$ cat src/rtl/uart_transmitter.sv
// uart_transmitter: 8-bit serial transmitter, start bit, LSB-first data,
// optional even-parity bit, one stop bit. Each bit lasts 16 pulses of the
// 16x-oversampling enable produced by baud_controller.
//
// Build option: define UART_TX_PARITY_EN to send the parity bit
// (11-bit frames). Left undefined, frames are 10 bits (no parity).
//
// Handshake: a write is a one-cycle Tx_WR pulse. It is accepted only when
// the transmitter sits in IDLE with Tx_EN=1; Tx_BUSY rises on the accepting
// edge and falls on the edge that ends the stop bit. Writes seen while
// Tx_BUSY=1, on the edge Tx_BUSY falls, or while disabled are dropped.

// baud_controller: free-running divider producing a one-cycle sample_ENABLE
// pulse at 16x the selected baud rate (dividers assume a 50 MHz clk).
module baud_controller (
    input  logic       reset,
    input  logic       clk,
    input  logic [2:0] baud_select,
    output logic       sample_ENABLE
);

    logic [13:0] limit;
    logic [13:0] cnt_q, cnt_d;
    logic        pulse_q, pulse_d;

    // Terminal count (divider - 1) for each baud code.
    always_comb begin
        case (baud_select)
            3'd0:    limit = 14'd10416; // 300
            3'd1:    limit = 14'd2603;  // 1200
            3'd2:    limit = 14'd650;   // 4800
            3'd3:    limit = 14'd325;   // 9600
            3'd4:    limit = 14'd162;   // 19200
            3'd5:    limit = 14'd80;    // 38400
            3'd6:    limit = 14'd53;    // 57600
            default: limit = 14'd26;    // 115200
        endcase
    end

    // Count up and wrap at or past the terminal count, so a switch to a
    // faster rate never has to run the counter all the way round.
    always_comb begin
        cnt_d   = cnt_q + 14'd1;
        pulse_d = 1'b0;
        if (cnt_q >= limit) begin
            cnt_d   = '0;
            pulse_d = 1'b1;
        end
    end

    // Divider state; the pulse is registered so it is glitch-free.
    always_ff @(posedge clk or posedge reset) begin
        if (reset) begin
            cnt_q   <= '0;
            pulse_q <= 1'b0;
        end else begin
            cnt_q   <= cnt_d;
            pulse_q <= pulse_d;
        end
    end

    assign sample_ENABLE = pulse_q;

endmodule

module uart_transmitter (
    input  logic       clk,
    input  logic       reset,
    input  logic [7:0] Tx_DATA,
    input  logic [2:0] baud_select,
    input  logic       Tx_EN,
    input  logic       Tx_WR,
    output logic       TxD,
    output logic       Tx_BUSY
);

    typedef enum logic [2:0] {
        S_OFF    = 3'd0,
        S_IDLE   = 3'd1,
        S_START  = 3'd2,
        S_DATA   = 3'd3,
        S_PARITY = 3'd4,
        S_STOP   = 3'd5
    } state_t;

    state_t     state_q, state_d;
    logic [3:0] tick_q, tick_d;
    logic [2:0] bit_idx_q, bit_idx_d;
    logic [7:0] data_q, data_d;
    logic       txd_q, txd_d;
    logic       busy_q, busy_d;

    logic       sample_enable;
    logic       bit_end;
    logic       in_frame;
    logic [2:0] next_idx;

    baud_controller u_baud (
        .reset         (reset),
        .clk           (clk),
        .baud_select   (baud_select),
        .sample_ENABLE (sample_enable)
    );

    // A bit ends on the 16th sample pulse, i.e. the pulse that wraps 15->0.
    assign bit_end  = sample_enable && (tick_q == 4'd15);
    assign in_frame = (state_q == S_START) || (state_q == S_DATA) ||
                      (state_q == S_PARITY) || (state_q == S_STOP);
    assign next_idx = bit_idx_q + 3'd1;

    // Next-state, next-output and datapath updates for the transmit FSM.
    always_comb begin
        state_d   = state_q;
        tick_d    = tick_q;
        bit_idx_d = bit_idx_q;
        data_d    = data_q;
        txd_d     = txd_q;
        busy_d    = busy_q;

        // The tick counter runs only while a frame is in flight.
        if (in_frame && sample_enable) begin
            tick_d = tick_q + 4'd1;
        end

        case (state_q)
            S_OFF: begin
                txd_d  = 1'b1;
                busy_d = 1'b0;
                if (Tx_EN) begin
                    state_d = S_IDLE;
                end
            end

            S_IDLE: begin
                txd_d  = 1'b1;
                busy_d = 1'b0;
                if (!Tx_EN) begin
                    state_d = S_OFF;
                end else if (Tx_WR) begin
                    // Accept: latch the byte and begin the start bit now.
                    data_d    = Tx_DATA;
                    state_d   = S_START;
                    txd_d     = 1'b0;
                    busy_d    = 1'b1;
                    tick_d    = 4'd0;
                    bit_idx_d = 3'd0;
                end
            end

            S_START: begin
                if (bit_end) begin
                    state_d   = S_DATA;
                    bit_idx_d = 3'd0;
                    txd_d     = data_q[0];
                end
            end

            S_DATA: begin
                if (bit_end) begin
                    if (bit_idx_q == 3'd7) begin
`ifdef UART_TX_PARITY_EN
                        state_d = S_PARITY;
                        txd_d   = ^data_q;
`else
                        state_d = S_STOP;
                        txd_d   = 1'b1;
`endif
                    end else begin
                        bit_idx_d = next_idx;
                        txd_d     = data_q[next_idx];
                    end
                end
            end

            S_PARITY: begin
                if (bit_end) begin
                    state_d = S_STOP;
                    txd_d   = 1'b1;
                end
            end

            S_STOP: begin
                txd_d = 1'b1;
                if (bit_end) begin
                    // Tx_EN is only consulted here, so a mid-frame disable
                    // still lets the frame finish.
                    state_d = Tx_EN ? S_IDLE : S_OFF;
                    busy_d  = 1'b0;
                end
            end

            default: begin
                state_d   = S_OFF;
                txd_d     = 1'b1;
                busy_d    = 1'b0;
                tick_d    = 4'd0;
                bit_idx_d = 3'd0;
            end
        endcase
    end

    // State, counters, data latch and registered line outputs.
    always_ff @(posedge clk or posedge reset) begin
        if (reset) begin
            state_q   <= S_OFF;
            tick_q    <= 4'd0;
            bit_idx_q <= 3'd0;
            data_q    <= 8'h00;
            txd_q     <= 1'b1;
            busy_q    <= 1'b0;
        end else begin
            state_q   <= state_d;
            tick_q    <= tick_d;
            bit_idx_q <= bit_idx_d;
            data_q    <= data_d;
            txd_q     <= txd_d;
            busy_q    <= busy_d;
        end
    end

    assign TxD     = txd_q;
    assign Tx_BUSY = busy_q;

endmodule

$ cat config.mk
export PLATFORM = sky130hd
export DESIGN_NAME = uart_transmitter
export DESIGN_NICKNAME = d
export VERILOG_FILES = /design/src/rtl/uart_transmitter.sv
export SDC_FILE = /design/constraint.sdc
export NUM_CORES = 1
export LEC_CHECK = 0
export BUFFER_PORTS_ARGS = -buffer_cell sky130_fd_sc_hd__buf_2
export CAP_MARGIN = 20
export CORE_ASPECT_RATIO = 0.75
export CORE_MARGIN = 2
export CORE_UTILIZATION = 32
export CTS_BUF_LIST = sky130_fd_sc_hd__clkbuf_16
export CTS_CLUSTER_SIZE = 30
export DETAILED_ROUTE_END_ITERATION = 7
export GPL_TIMING_DRIVEN = 0
export PLACE_DENSITY = 0.54
export SETUP_SLACK_MARGIN = 0.02
export SLEW_MARGIN = 20
export SYNTH_ARGS = -nofsm -noshare
export SYNTH_HDL_FRONTEND = slang
export SYNTH_SLANG_ARGS = --single-unit
$ cat constraint.sdc
create_clock -name clk -period 2.4 [get_ports clk]
set_clock_uncertainty 0.15 [all_clocks]
set_input_delay 0.36 -clock clk [delete_from_list [all_inputs] [get_ports clk]]
set_output_delay 0.36 -clock clk [all_outputs]
set_load 0.05 [all_outputs]
* After elaboration in Yosys (flattened, before gate mapping) *
Index checks and enable logic that the tools add are counted.

word-level totals
  bits in registers = 35
  bits of input ports = 15
  output and inout bits = 2
  word-level logic and storage cells = 89

operators by class
  add/subtract/negate cells = 3
  $lt $le $gt $ge = 2
  equal/unequal tests = 23
  mux-type cells = 36
  bitwise operators = 2
  reductions and logical operators = 15

operator list
  operator                                                                      count
  14-bit case mux with 7 select lines                                           1
  3-bit 2-to-1 mux                                                              13
  3-bit == test, second input constant                                          6
  3-bit case mux with 6 select lines                                            1
  2-bit != test, second input constant                                          8
  14-bit by 1-bit adder with 14-bit output, second input constant               1
  14-bit >= comparator                                                          1
  14-bit 2-to-1 mux                                                             1
  3-bit by 2-bit == test with 1-bit output, second input constant               4
  1-bit 2-to-1 mux                                                              12
  4-bit 2-to-1 mux                                                              3
  3-bit case mux with 4 select lines                                            1
  4-bit case mux with 2 select lines                                            1
  7-bit AND reduction                                                           1
  3-bit by 1-bit == test with 1-bit output, second input constant               2
  3-bit zero test                                                               2
  3-bit AND reduction                                                           2
  6-bit AND reduction                                                           1
  3-bit OR reduction                                                            2
  5-bit OR reduction                                                            1
  4-bit by 1-bit adder with 4-bit output, second input constant                 1
  4-bit == test, second input constant                                          1
  3-bit by 4-bit less-than comparator with 1-bit output, second input constant  1
  1-bit case mux with 4 select lines                                            1
  9 further kinds                                                               13

* Depth between registers and ports, before layout *
  word-level depth = 9
  depth in mapped cells = 11

* Hierarchy *
A second synthesis with hierarchy kept.

unflattened totals
  cells, all modules = 233
  area, all modules = 2,408.6 um2

modules (own cells, without submodules)
  module            times used  cells each  area an instance (um2)  sequential area each (um2)
  uart_transmitter  1           111         1,208.7                 501.7
  baud_controller   1           122         1,199.9                 375.4

* Worst setup path after synthesis *
No wires, ideal clock.

  path type = input port to flip-flop
  from = input port baud_select[1]
  to = register u_baud.cnt_q[1]
  arrival time = 2.041 ns
  required time = 2.130 ns
  slack = 0.089 ns
  cell stages on the path = 10
  buffers on the path = 1
  cells stage by stage = clkbuf_1 xor2_1 nand2b_1 and2_1 ha_1 o211ai_1 o211ai_1 nand2_1 a31oi_2 and2b_2

on the way
  longest elaborated chain between the ends = 4
  elaborated cells on any way between the ends = 10
  those cells by class = order compare (1); eq/ne (6); mux (2); reduce/logical (1)

RTL lines
  item                                     line  source
  from (decl)                              70    input logic [2:0] baud_select,
  3-bit == test (tied with other cells)    28    case (baud_select)
  14-bit case mux with 7 select lines (*)  28
  14-bit >= comparator (*)                 45    if (cnt_q >= limit) begin
  14-bit 2-to-1 mux (*)                    45
  net u_baud.cnt_d[1]                      23    logic [13:0] cnt_q, cnt_d;
  to (signal assigned)                     57    cnt_q <= cnt_d;
  to (decl)                                23

The timed path passes the listed nets; every way through them passes the cells marked *.
A chain may end at the register's enable or synchronous reset.

* Final worst setup path *
  from = input port baud_select[0]
  to = register u_baud.cnt_q[1]

Same word-level chain as after synthesis.

==> impl_results.md <==
- Hold Startpoint: Tx_DATA[4]
- Non-Filler Instances: 331
- Clk pwr share: 0.271
- CP required: 2.42 ns
- CTS Sinks: 35
- Fin crit share: 0.954
- Total power: 2700 uW
- Antenna violations before repair: 0
- Bufs on Longest Clock Path: 2
- I/O pin cnt: 17
- Cells on worst reg2reg path: 6
- Peak supply drop: 0.453 mV
- Crit-path leading delay family: simple AND/OR/NAND/NOR gates
- Util after Layout: 0.392
- Total CTS buffers: 5
- Max cap viols: 0
- Skew-Pair Late Insertion Delay: 0.28 ns
- Final Max Tran Viols: 0
- Period minus WS final: 2.29 ns
- H-tree Lvls: 2
- Drt total wl: 4150 um
- Vias per cell: 4.90
- Max FO, Critical Path: 10
- Rows: 26
- Logic pwr share: 0.371
- Cells after DPL: 319
- First-pass GRT wire length: 7030 um
- Vias in the first global route: 1,417
- Clock root buffer master: clkbuf_16
- Final Wtd Congestion: 0.819
- Synth Instances: 219
- FF-to-FF End: u_baud.cnt_q[1]$_DFF_PP0_
- Crit. End Element: flip-flop
- Core footprint: 6730 um^2
- Reg-to-Reg Start: u_baud.cnt_q[3]$_DFF_PP0_
- Lkg Pwr: 0.00122 uW
- Largest net degree at the start of global routing: 26
- RSZ-0062 raised after global routing: false
- Switching share of power: 0.342
- Die ar.: 7570 um^2
- CP Buf/Inv Count: 2
- Final hold vios: 0
- Net count after synthesis: 253
- Seq/Total Area, Yosys: 0.398
- Post-synth top area cell: dfrtp_1
- Synth top area share: 0.386
- Starting Density: 0.327
- Die X: 99.8 um
- Unique masters post-synth: 46
- CTS tree: done
- F_max: 437 MHz
- Mean Syn Cell Area: 10.1 um^2
- Leading cell type in the layout, fill and taps excluded: dfrtp_1
- Nets: 280
- FF+latch count, synth: 35
- Endpoint, Worst Hold: data_q[4]$_DFFE_PP0P_
- Hold Path Depth: 2
- Synth warn: 0
- Setup violations, final: 0
- Int Power: 1780 uW
- Grt total ovfl: 0
- Worst path slowest cell: or3_4
- GRT Util Overall: 0.119
- Commonest cells after routing, fill and taps aside: 34 x dfrtp_1, 27 x nor2_1, 19 x ha_1
- Final hold slack: 0.161 ns
- First-pass DRT Iterations: 4
- Final ANT Viol Nets: 0
- Buffers on Ports: 15
- Startpoint Class: input port
- Remaining DRCs: 0
- Top post-synthesis cells by area: dfrtp_1 39%, ha_1 11%, mux2_2 4.6%
- Power density cells: 1020 nW/um^2
- Mapped cell area: 2200 um^2
- Layout cells sized above 1: 0.235
- Rel. slew slack: 0.704
- P_sw: 923 uW
- Post-DP HPWL: 3170 um
- Die H: 75.8 um
- Antenna diode count: 0
- Area Overhead vs Synth: 19.9%
- WS Path Type: input port to flip-flop
- Flop-to-flop setup slack: 0.40 ns
- Worst path arrival time: 2.31 ns
- Clock slew at reported path FFs: 0.06 ns
- Vias: 1,621
- FFs w/ async S/R, synth: 1.00
- Tightest Hold Check Type: input port to flip-flop
- Crit-path cells: buf_2, buf_4, or3_4, and2_1, ha_1, nand2_1, a21oi_2, nand2_2, a31oi_4, and2b_2
- Post-synth EDFFs: 0
- Iter 0 DRT Violations: 50
- Most used flip-flop cell after synthesis: dfrtp_1
- Worst Max-Slew Pin Slew: 0.444 ns
- Status: complete, no violations
- WL/cell: 12.5 um
- Part of the power in registers: 0.358
- Slowest stage delay, CP: 0.37 ns
[kinds of logic after synthesis]
kind of cell	count (synthesis)	synth area share
simple gates	80	0.186
xor+xnor	18	0.0716
compound gates	39	0.124
mux	14	0.0835
buf+inv	14	0.0284
flops	35	0.398
fa+ha+maj	19	0.108
[worst max-delay path by stage]
stage | from | cells past startpoint | endpoint | slack (ns)
5_1_grt | baud_select[1] | 10 | u_baud.cnt_q[1]$_DFF_PP0_ | 0.02
6_report | baud_select[0] | 10 | u_baud.cnt_q[1]$_DFF_PP0_ | 0.11
3_5_place_dp | baud_select[0] | 11 | u_baud.cnt_q[7]$_DFF_PP0_ | -0.31
4_1_cts | baud_select[2] | 11 | u_baud.cnt_q[7]$_DFF_PP0_ | 0.05
3_3_place_gp | baud_select[0] | 10 | u_baud.cnt_q[1]$_DFF_PP0_ | -0.28
2_1_floorplan | baud_select[1] | 10 | u_baud.cnt_q[1]$_DFF_PP0_ | 0.09
[state kept, by name, indices dropped and copies added (netlist names)]
| signal | cells |
|---|---|
| TxD | 1 |
| u_baud.sample_ENABLE | 1 |
| state_q | 3 |
| data_q | 8 |
| tick_q | 4 |
| bit_idx_q | 3 |
| u_baud.cnt_q | 14 |
| Tx_BUSY | 1 |
[routing by layer]
| layer | share of wire | global-route usage | wire, um |
|---|---|---|---|
| met5 | 0 | 0 | 0 |
| met4 | 0.0096 | 0.0411 | 40 |
| met3 | 0.035 | 0.0257 | 144 |
| met2 | 0.40 | 0.159 | 1660 |
| met1 | 0.55 | 0.185 | 2300 |
[stage by stage]
step                      instance area (um^2)  TNS, ns  worst slack, ns
after floorplan                           2200        0           0.0890
after global placement                    2380    -3.52           -0.282
after detailed placement                  2400    -3.89           -0.312
after CTS                                 2590        0           0.0453
after global routing                      2640        0           0.0183
final                                     2640        0            0.111
[Yosys cell counts (all sizes together) (2+ instances only)]
master  count
nor3b       2
o21ai       9
nand2      13
nand3      10
mux2i       3
o211ai      2
mux4        2
a211oi      2
dfrtp      34
ha         19
inv         8
a21o        2
and2        3
nor3        2
buf         3
or2         2
xnor2       7
nor2       27
a21oi      10
a211o       2
or3         4
xor2       11
nor2b       5
a31oi       2
nand4       3
o31ai       3
mux2        9
nand2b      4
clkbuf      3
[cell type report]
class | count | area, um^2
fill | 677 | 4090
multi-input combinational | 170 | 1290
sequential | 35 | 877
timing repair buffer | 20 | 131
clock buffer | 5 | 125
tap | 84 | 105
clock inverter | 3 | 43.8
buffer | 6 | 38.8
inverter | 8 | 30.0
[power by group through the flow]
stage,sequential (uW),clock (uW),combinational (uW)
detailed placement,976,0,937
CTS,968,754,954
finish,967,731,1000
floorplan,961,0,732
global placement,977,0,918
global route,1000,778,1130
[timing repair]
item | in CTS | in global routing
hold buffers | 1 | 0
resized for setup | 1 | 16
setup endpoints to repair | 10 | 15
hold endpoints to repair | 10 | 0
buffers inserted | 0 | 2
pin swaps | 0 | 2
cloned | 0 | 1
(Power assumes the default switching activity.)
